<file path="src/rtl/gardner_ted.sv">
// rtl/gardner_ted.sv - Gardner timing-error detector with raw I/Q delay tap
module gardner_ted #(
   parameter int OSF     = 20,
   parameter int WI      = 16,
   parameter int WO      = 18,
   parameter int RAW_DLY = 10
) (
   input  logic                 clk,
   input  logic                 reset_n,
   input  logic signed [WI-1:0] i_in,
   input  logic signed [WI-1:0] q_in,
   input  logic                 iq_val,
   input  logic                 sym_valid_i,
   output logic signed [WO-1:0] e_out_o,
   output logic                 e_valid_o,
   output logic signed [WI-1:0] i_raw_delay_o,
   output logic signed [WI-1:0] q_raw_delay_o
);

   localparam int CW = $clog2(OSF + 2);
   localparam logic [CW-1:0] FULL = CW'(OSF + 1);
   localparam int WP = 2 * WI + 1;
   localparam int WS = 2 * WI + 2;
   localparam int SH = WS - WO;
   // Saturation bounds of the WO-bit result, expressed at full sum width
   localparam logic signed [WS-1:0] E_MAX = {{(WS - WO + 1){1'b0}}, {(WO - 1){1'b1}}};
   localparam logic signed [WS-1:0] E_MIN = {{(WS - WO + 1){1'b1}}, {(WO - 1){1'b0}}};

   logic signed [WI-1:0] xi [0:OSF];
   logic signed [WI-1:0] xq [0:OSF];
   logic [CW-1:0]        fill_cnt;
   logic                 armed;
   logic                 capture;

   logic signed [WI:0]   d_i, d_q;
   logic signed [WI-1:0] mid_i, mid_q;
   logic                 v1;
   logic signed [WP-1:0] p_i, p_q;
   logic                 v2;
   logic signed [WS-1:0] s_sum, s_shift;
   logic signed [WO-1:0] e_sat;

   assign armed   = (fill_cnt == FULL);
   assign capture = sym_valid_i && armed;

   assign i_raw_delay_o = xi[RAW_DLY];
   assign q_raw_delay_o = xq[RAW_DLY];

   // Sample delay line: shifts only on valid input samples, x[0] newest
   always_ff @(posedge clk) begin
      if (!reset_n) begin
         for (int k = 0; k <= OSF; k++) begin
            xi[k] <= '0;
            xq[k] <= '0;
         end
      end else if (iq_val) begin
         xi[0] <= i_in;
         xq[0] <= q_in;
         for (int k = 1; k <= OSF; k++) begin
            xi[k] <= xi[k-1];
            xq[k] <= xq[k-1];
         end
      end
   end

   // Fill counter: arms the detector once the whole line holds real samples
   always_ff @(posedge clk) begin
      if (!reset_n) begin
         fill_cnt <= '0;
      end else if (iq_val && !armed) begin
         fill_cnt <= fill_cnt + 1'b1;
      end
   end

   // Stage 1: capture taps as they stand before any same-cycle shift
   always_ff @(posedge clk) begin
      if (!reset_n) begin
         v1    <= 1'b0;
         d_i   <= '0;
         d_q   <= '0;
         mid_i <= '0;
         mid_q <= '0;
      end else begin
         v1 <= capture;
         if (capture) begin
            d_i   <= {xi[OSF][WI-1], xi[OSF]} - {xi[0][WI-1], xi[0]};
            d_q   <= {xq[OSF][WI-1], xq[OSF]} - {xq[0][WI-1], xq[0]};
            mid_i <= xi[OSF/2];
            mid_q <= xq[OSF/2];
         end
      end
   end

   // Stage 2: per-rail products mid * (prev - cur)
   always_ff @(posedge clk) begin
      if (!reset_n) begin
         v2  <= 1'b0;
         p_i <= '0;
         p_q <= '0;
      end else begin
         v2 <= v1;
         if (v1) begin
            p_i <= WP'(mid_i) * WP'(d_i);
            p_q <= WP'(mid_q) * WP'(d_q);
         end
      end
   end

   // Rail sum, floor scaling by arithmetic shift, clamp to output range
   always_comb begin
      s_sum   = {p_i[WP-1], p_i} + {p_q[WP-1], p_q};
      s_shift = s_sum >>> SH;
      e_sat   = s_shift[WO-1:0];
      if (s_shift > E_MAX) begin
         e_sat = E_MAX[WO-1:0];
      end else if (s_shift < E_MIN) begin
         e_sat = E_MIN[WO-1:0];
      end
   end

   // Stage 3: registered error and its one-cycle valid pulse
   always_ff @(posedge clk) begin
      if (!reset_n) begin
         e_valid_o <= 1'b0;
         e_out_o   <= '0;
      end else begin
         e_valid_o <= v2;
         if (v2) begin
            e_out_o <= e_sat;
         end
      end
   end

endmodule

</file>
<file path="config.mk">
export PLATFORM = sky130hd
export DESIGN_NAME = gardner_ted
export DESIGN_NICKNAME = d
export VERILOG_FILES = /design/src/rtl/gardner_ted.sv
export SDC_FILE = /design/constraint.sdc
export NUM_CORES = 2
export LEC_CHECK = 0
export ABC_AREA = 1
export CAP_MARGIN = 10
export CORE_MARGIN = 2
export CORE_UTILIZATION = 60
export DETAILED_ROUTE_END_ITERATION = 8
export GPL_ROUTABILITY_DRIVEN = 0
export PLACE_DENSITY_LB_ADDON = 0.3
export SKIP_CTS_REPAIR_TIMING = 1
export SLEW_MARGIN = 20
export SYNTH_ARGS = -nofsm -noshare
export SYNTH_HDL_FRONTEND = slang
export SYNTH_SLANG_ARGS = --single-unit
export TNS_END_PERCENT = 5
</file>
<file path="constraint.sdc">
create_clock -name clk -period 12.7 [get_ports clk]
set_clock_uncertainty 0.2 [all_clocks]
set_input_delay 1.27 -clock clk [delete_from_list [all_inputs] [get_ports clk]]
set_output_delay 1.27 -clock clk [all_outputs]
set_load 0.01 [all_outputs]
</file>
* Word-level counts from Yosys, hierarchy flattened
Memories as Yosys holds them, arrays and structs flattened. Cells that the tools add are included.
Word-level totals: register bits after elaboration 158, bits in writable memories 672, logic and storage cells 115, memories 2
Memory list:
- xi | depth 21, width 16, read ports 21, clocked after memory_dff 0, write ports 21, RTL line 29 | logic signed [WI-1:0] xi [0:OSF];
- xq | depth 21, width 16, read ports 21, clocked after memory_dff 0, write ports 21, RTL line 30 | logic signed [WI-1:0] xq [0:OSF];
Cells by class: $add $sub $neg 4, $mul 2, magnitude comparators 2, equal/unequal tests 1, muxes and demuxes 48, bitwise logic cells 42, reduce and logical (&&, ||, !) cells 3
Operator list (number):
- $mux W16 | 42
- $mul A16 B17 Y33 | 2
- $or A1 B1 Y1 | 42
- $mux W18 | 2
- $add A33 B33 Y34 | 1
- $sub A16 B16 Y17 | 2
- $gt A18 B18 Y1 const B | 1
- $lt A18 B18 Y1 const B | 1
- $add A5 B1 Y5 const B | 1
- $eq A5 B5 Y1 const B | 1
- $mux W1 | 4
- $logic_and A1 B1 Y1 | 2
- $logic_not A1 Y1 | 1

* Longest topological paths before layout
depth after elaboration 4, gate-level depth with buffers 31

* Worst setup path before layout
No wires, ideal clock.
kind in2reg, start point in reset_n, end point mem xi[0][0] (enable), library setup time 0.764 ns, arrival time 9.603 ns, setup slack 2.133 ns, stages on the path 3, cell sequence inv_1 -> clkbuf_1 -> or2_2
RTL lines:
- from (decl) | RTL line 9 | input logic reset_n,
- to (decl) | RTL line 29

* Worst setup path after layout
start point reg mid_i[1] (read register of xi), end point reg p_i[31]
On the way: word-level cells in the longest chain between the ends 1
Ends and longest elaborated chain:
- from (decl) | RTL line 36 | logic signed [WI-1:0] mid_i, mid_q;
- $mul A16 B17 Y33 | RTL line 103 | p_i <= WP'(mid_i) * WP'(d_i);
- to (signal assigned) | RTL line 103
- to (decl) | RTL line 38 | logic signed [WP-1:0] p_i, p_q;
Every way passes these cells. A chain may end at the register's enable or synchronous reset.

==> results.yml <==
place:
  dp_hpwl_um: 88000
  port_buffers: 86
floorplan:
  chipHeight_um: 314
  ioPinCount: 87
  die-area_um2: 98600
  die_x_um: 314
  core_area_um2: 95200
  initial_core_util: 0.606
  num_rows: 113
routing:
  avgViaCountPerCell: 5.09
  drc: 0
  routedWlPerCell_um: 15.5
  drt_iter0_drc: 3582
  via_count: 39800
  antenna_left: 0
  drt-pass1-iter-count: 9
  wirelength_um: 121000
yosys:
  yosys-top-cells-area: "edfxtp_1 35%, fa_1 19%, inv_1 12%, nand2_1 8.2%, dfxtp_1 5.5%"
  syn_nets: 7398
  synth-seq-area-share: 0.405
  synth-main-ff-cell: "edfxtp_1"
  syn-cell-area_um2: 57600
  ys_ff_latch: 830
  syn_inst: 6574
  synth_area_per_cell_um2: 8.77
  synthArstFlopShare: 0
  synth_edf_count: 672
  synth_top_area_frac: 0.350
  yosys_warnings: 0
  synth_top_cell_by_area: "edfxtp_1"
  synth_cell_types: 44
power_and_ir_drop:
  clockPowerShare: 0.423
  seq_power_share: 0.519
  switching_share: 0.227
  power_mw: 6.04
  p_switching_mw: 1.37
  leakagePower_nw: 31.7
  intPower_mw: 4.67
  combPwrFrac: 0.058
  power.density_nw_per_um2: 97.6
  peakVddDrop_v: 0.000130
timing:
  fin_crit_sh: 0.506
  relSlewSlack: 0.192
  rsz0062_at_grt: "false"
  finalSetupViolCount: 0
  worst_pin_slew_ps: 1210
  min_period_ps: 6430
  hold_violations: 0
  fmax_mhz: 156
  drv_slew: 0
  fin_tns_setup_ps: 0
setup_path:
  crit_fanout: 18
  start_kind: "register"
  r2r-start: "mid_i[1]"
  cp-end-kind: "register"
  rrSetupSlack_ps: 6270
  crit_arrival_ps: 6760
  worstSetupStartpoint: "mid_i[1]"
  critical_path_class: "register to register"
  critPathRequiredTime_ps: 13030
  worstReg2RegEnd: "p_i[31]"
  worst_r2r_path_depth: 22
hold_path:
  holdPathEnd: "xi[0][288]"
  hold_class: "register to register"
  hold_start: "xi[0][272]"
  hold_depth: 2
flow_run:
  maxCapViolCount: 0
clock_network:
  clock_latency_ps: 670
  cts.sinks: 830
  cts_tree: "done"
  cts_buffers: 85
  clk_pin_slew_ps: 60
  ctsLongestPathBuffers: 3
  htreeDepth: 3
  root_buffer: "clkbuf_16"
final_layout:
  final_net_count: 7303
  layout_commonest_cell: "inv_1"
  n_fill_cell: 7527
  drive_gt1_frac: 0.0295
  n_antenna_cell: 0
  area_growth_pct: 7.30
  layout_common_cells: "1,863 x inv_1, 1,253 x nand2_1, 820 x nor2_1, 672 x edfxtp_1, 554 x fa_1"
grt:
  globalRouteTotalUtil: 0.253
  grt_first_pass_wirelength_um: 200000
  antenna_found_initial: 0
  grt_pass1_vias: 40000
  overflow: 0
  grt_start_max_net_pins: 257
status:
  status: "complete, no violations"
-- Yosys cell counts (2+ instances only) --
library cell and n:
xnor2_1 19, o21ai_1 11, fa_1 554, a31o_2 4, or2_2 6, ha_1 234
a21oi_1 176, nor3_2 3, nor3_1 26, o211ai_1 14, nand3_1 159, and2_1 2
o221ai_1 5, nand3b_1 6, buf_2 72, inv_2 4, xor2_1 31, nand2_1 1254
dfxtp_1 158, o21bai_1 23, edfxtp_1 672, a31oi_1 6, a21oi_2 4, clkbuf_1 174
buf_4 33, nand2_2 16, o21ai_0 143, nor2_1 820, nor2_2 9, o31ai_1 3
inv_1 1863, buf_1 5, nand4_1 35, o21a_1 15, a21o_1 6
-- power groups by stage --
stage,Sequential [mW],Combinational (mW),Clock [mW]
after floorplan,3.20,0.250,0
after global placement,3.19,0.338,0
after detailed placement,3.19,0.345,0
after CTS,3.14,0.349,2.60
after global routing,3.15,0.394,2.70
final,3.13,0.348,2.55
-- state kept, by name (all words and copies together) (netlist names) --
name,cells
e_valid_o,1
fill_cnt,5
d_i,17
e_out_o,18
mid_q,16
p_q,33
p_i,33
v1,1
mid_i,16
xi,336
d_q,17
xq,336
v2,1
-- worst max-delay path by stage --
stage	end	slack, ps	depth (start not counted)
after floorplan	xi[0][0]	2130	3
after global placement	p_i[32]	6560	26
after detailed placement	p_i[31]	6360	22
after CTS	p_i[31]	6300	22
after global routing	p_i[31]	5860	22
final	p_i[31]	6270	22
-- routing by layer --
metal,up-vias,global-route usage,share of wire
met4,0,0.0821,0.029
met5,-,0,0
met2,1300,0.416,0.47
met3,229,0.0393,0.068
li1,19200,-,-
met1,19100,0.348,0.43
-- critical path, stage by stage (launching register included) --
cell	delay (ps)
dfxtp_1	720
nand2_1	170
inv_1	170
fa_1	590
fa_1	710
inv_1	200
fa_1	640
inv_1	80
fa_1	480
inv_1	50
fa_1	470
inv_1	50
fa_1	430
ha_1	360
nand2_1	100
nor2_1	150
nand2_1	90
nor4_1	200
nand2_1	130
nand3_1	110
nand3_1	70
nand2_1	80
inv_1	40
-- layout make-up --
class,instances,area [um2],share of cell area
Tap cell,1265,1580,0.0256
Multi-Input combinational cell,3593,26000,0.421
Sequential cell,830,23300,0.377
Inverter,1867,7010,0.113
Clock buffer,114,2340,0.0378
Timing Repair Buffer,102,1040,0.0169
Clock inverter,43,508,0.00821
-- kinds of logic (layout without fill, tap and decap cells) --
group	count (synthesis)	count (layout)	share of synthesized area
and+or+nand+nor	2342	2342	0.161
buffers and inverters	2151	2126	0.144
xor gates and xnor gates	50	50	0.00760
adders and majority gates	788	788	0.243
DFF	830	830	0.405
AOI/OAI and AO/OA	413	413	0.0397
-- metrics by stage --
step	hold slack (ps)	cell area, um2	util	setup slack [ps]	std cells
floorplan	253	57600	-	2130	6574
CTS	300	61900	0.650	6300	7814
global route	313	61900	0.650	5860	7814
finish	297	61900	0.650	6270	7814
detailed placement	283	59000	0.620	6360	7657
global placement	271	59000	0.620	6560	7657
Power figures use the tool's default switching activity.
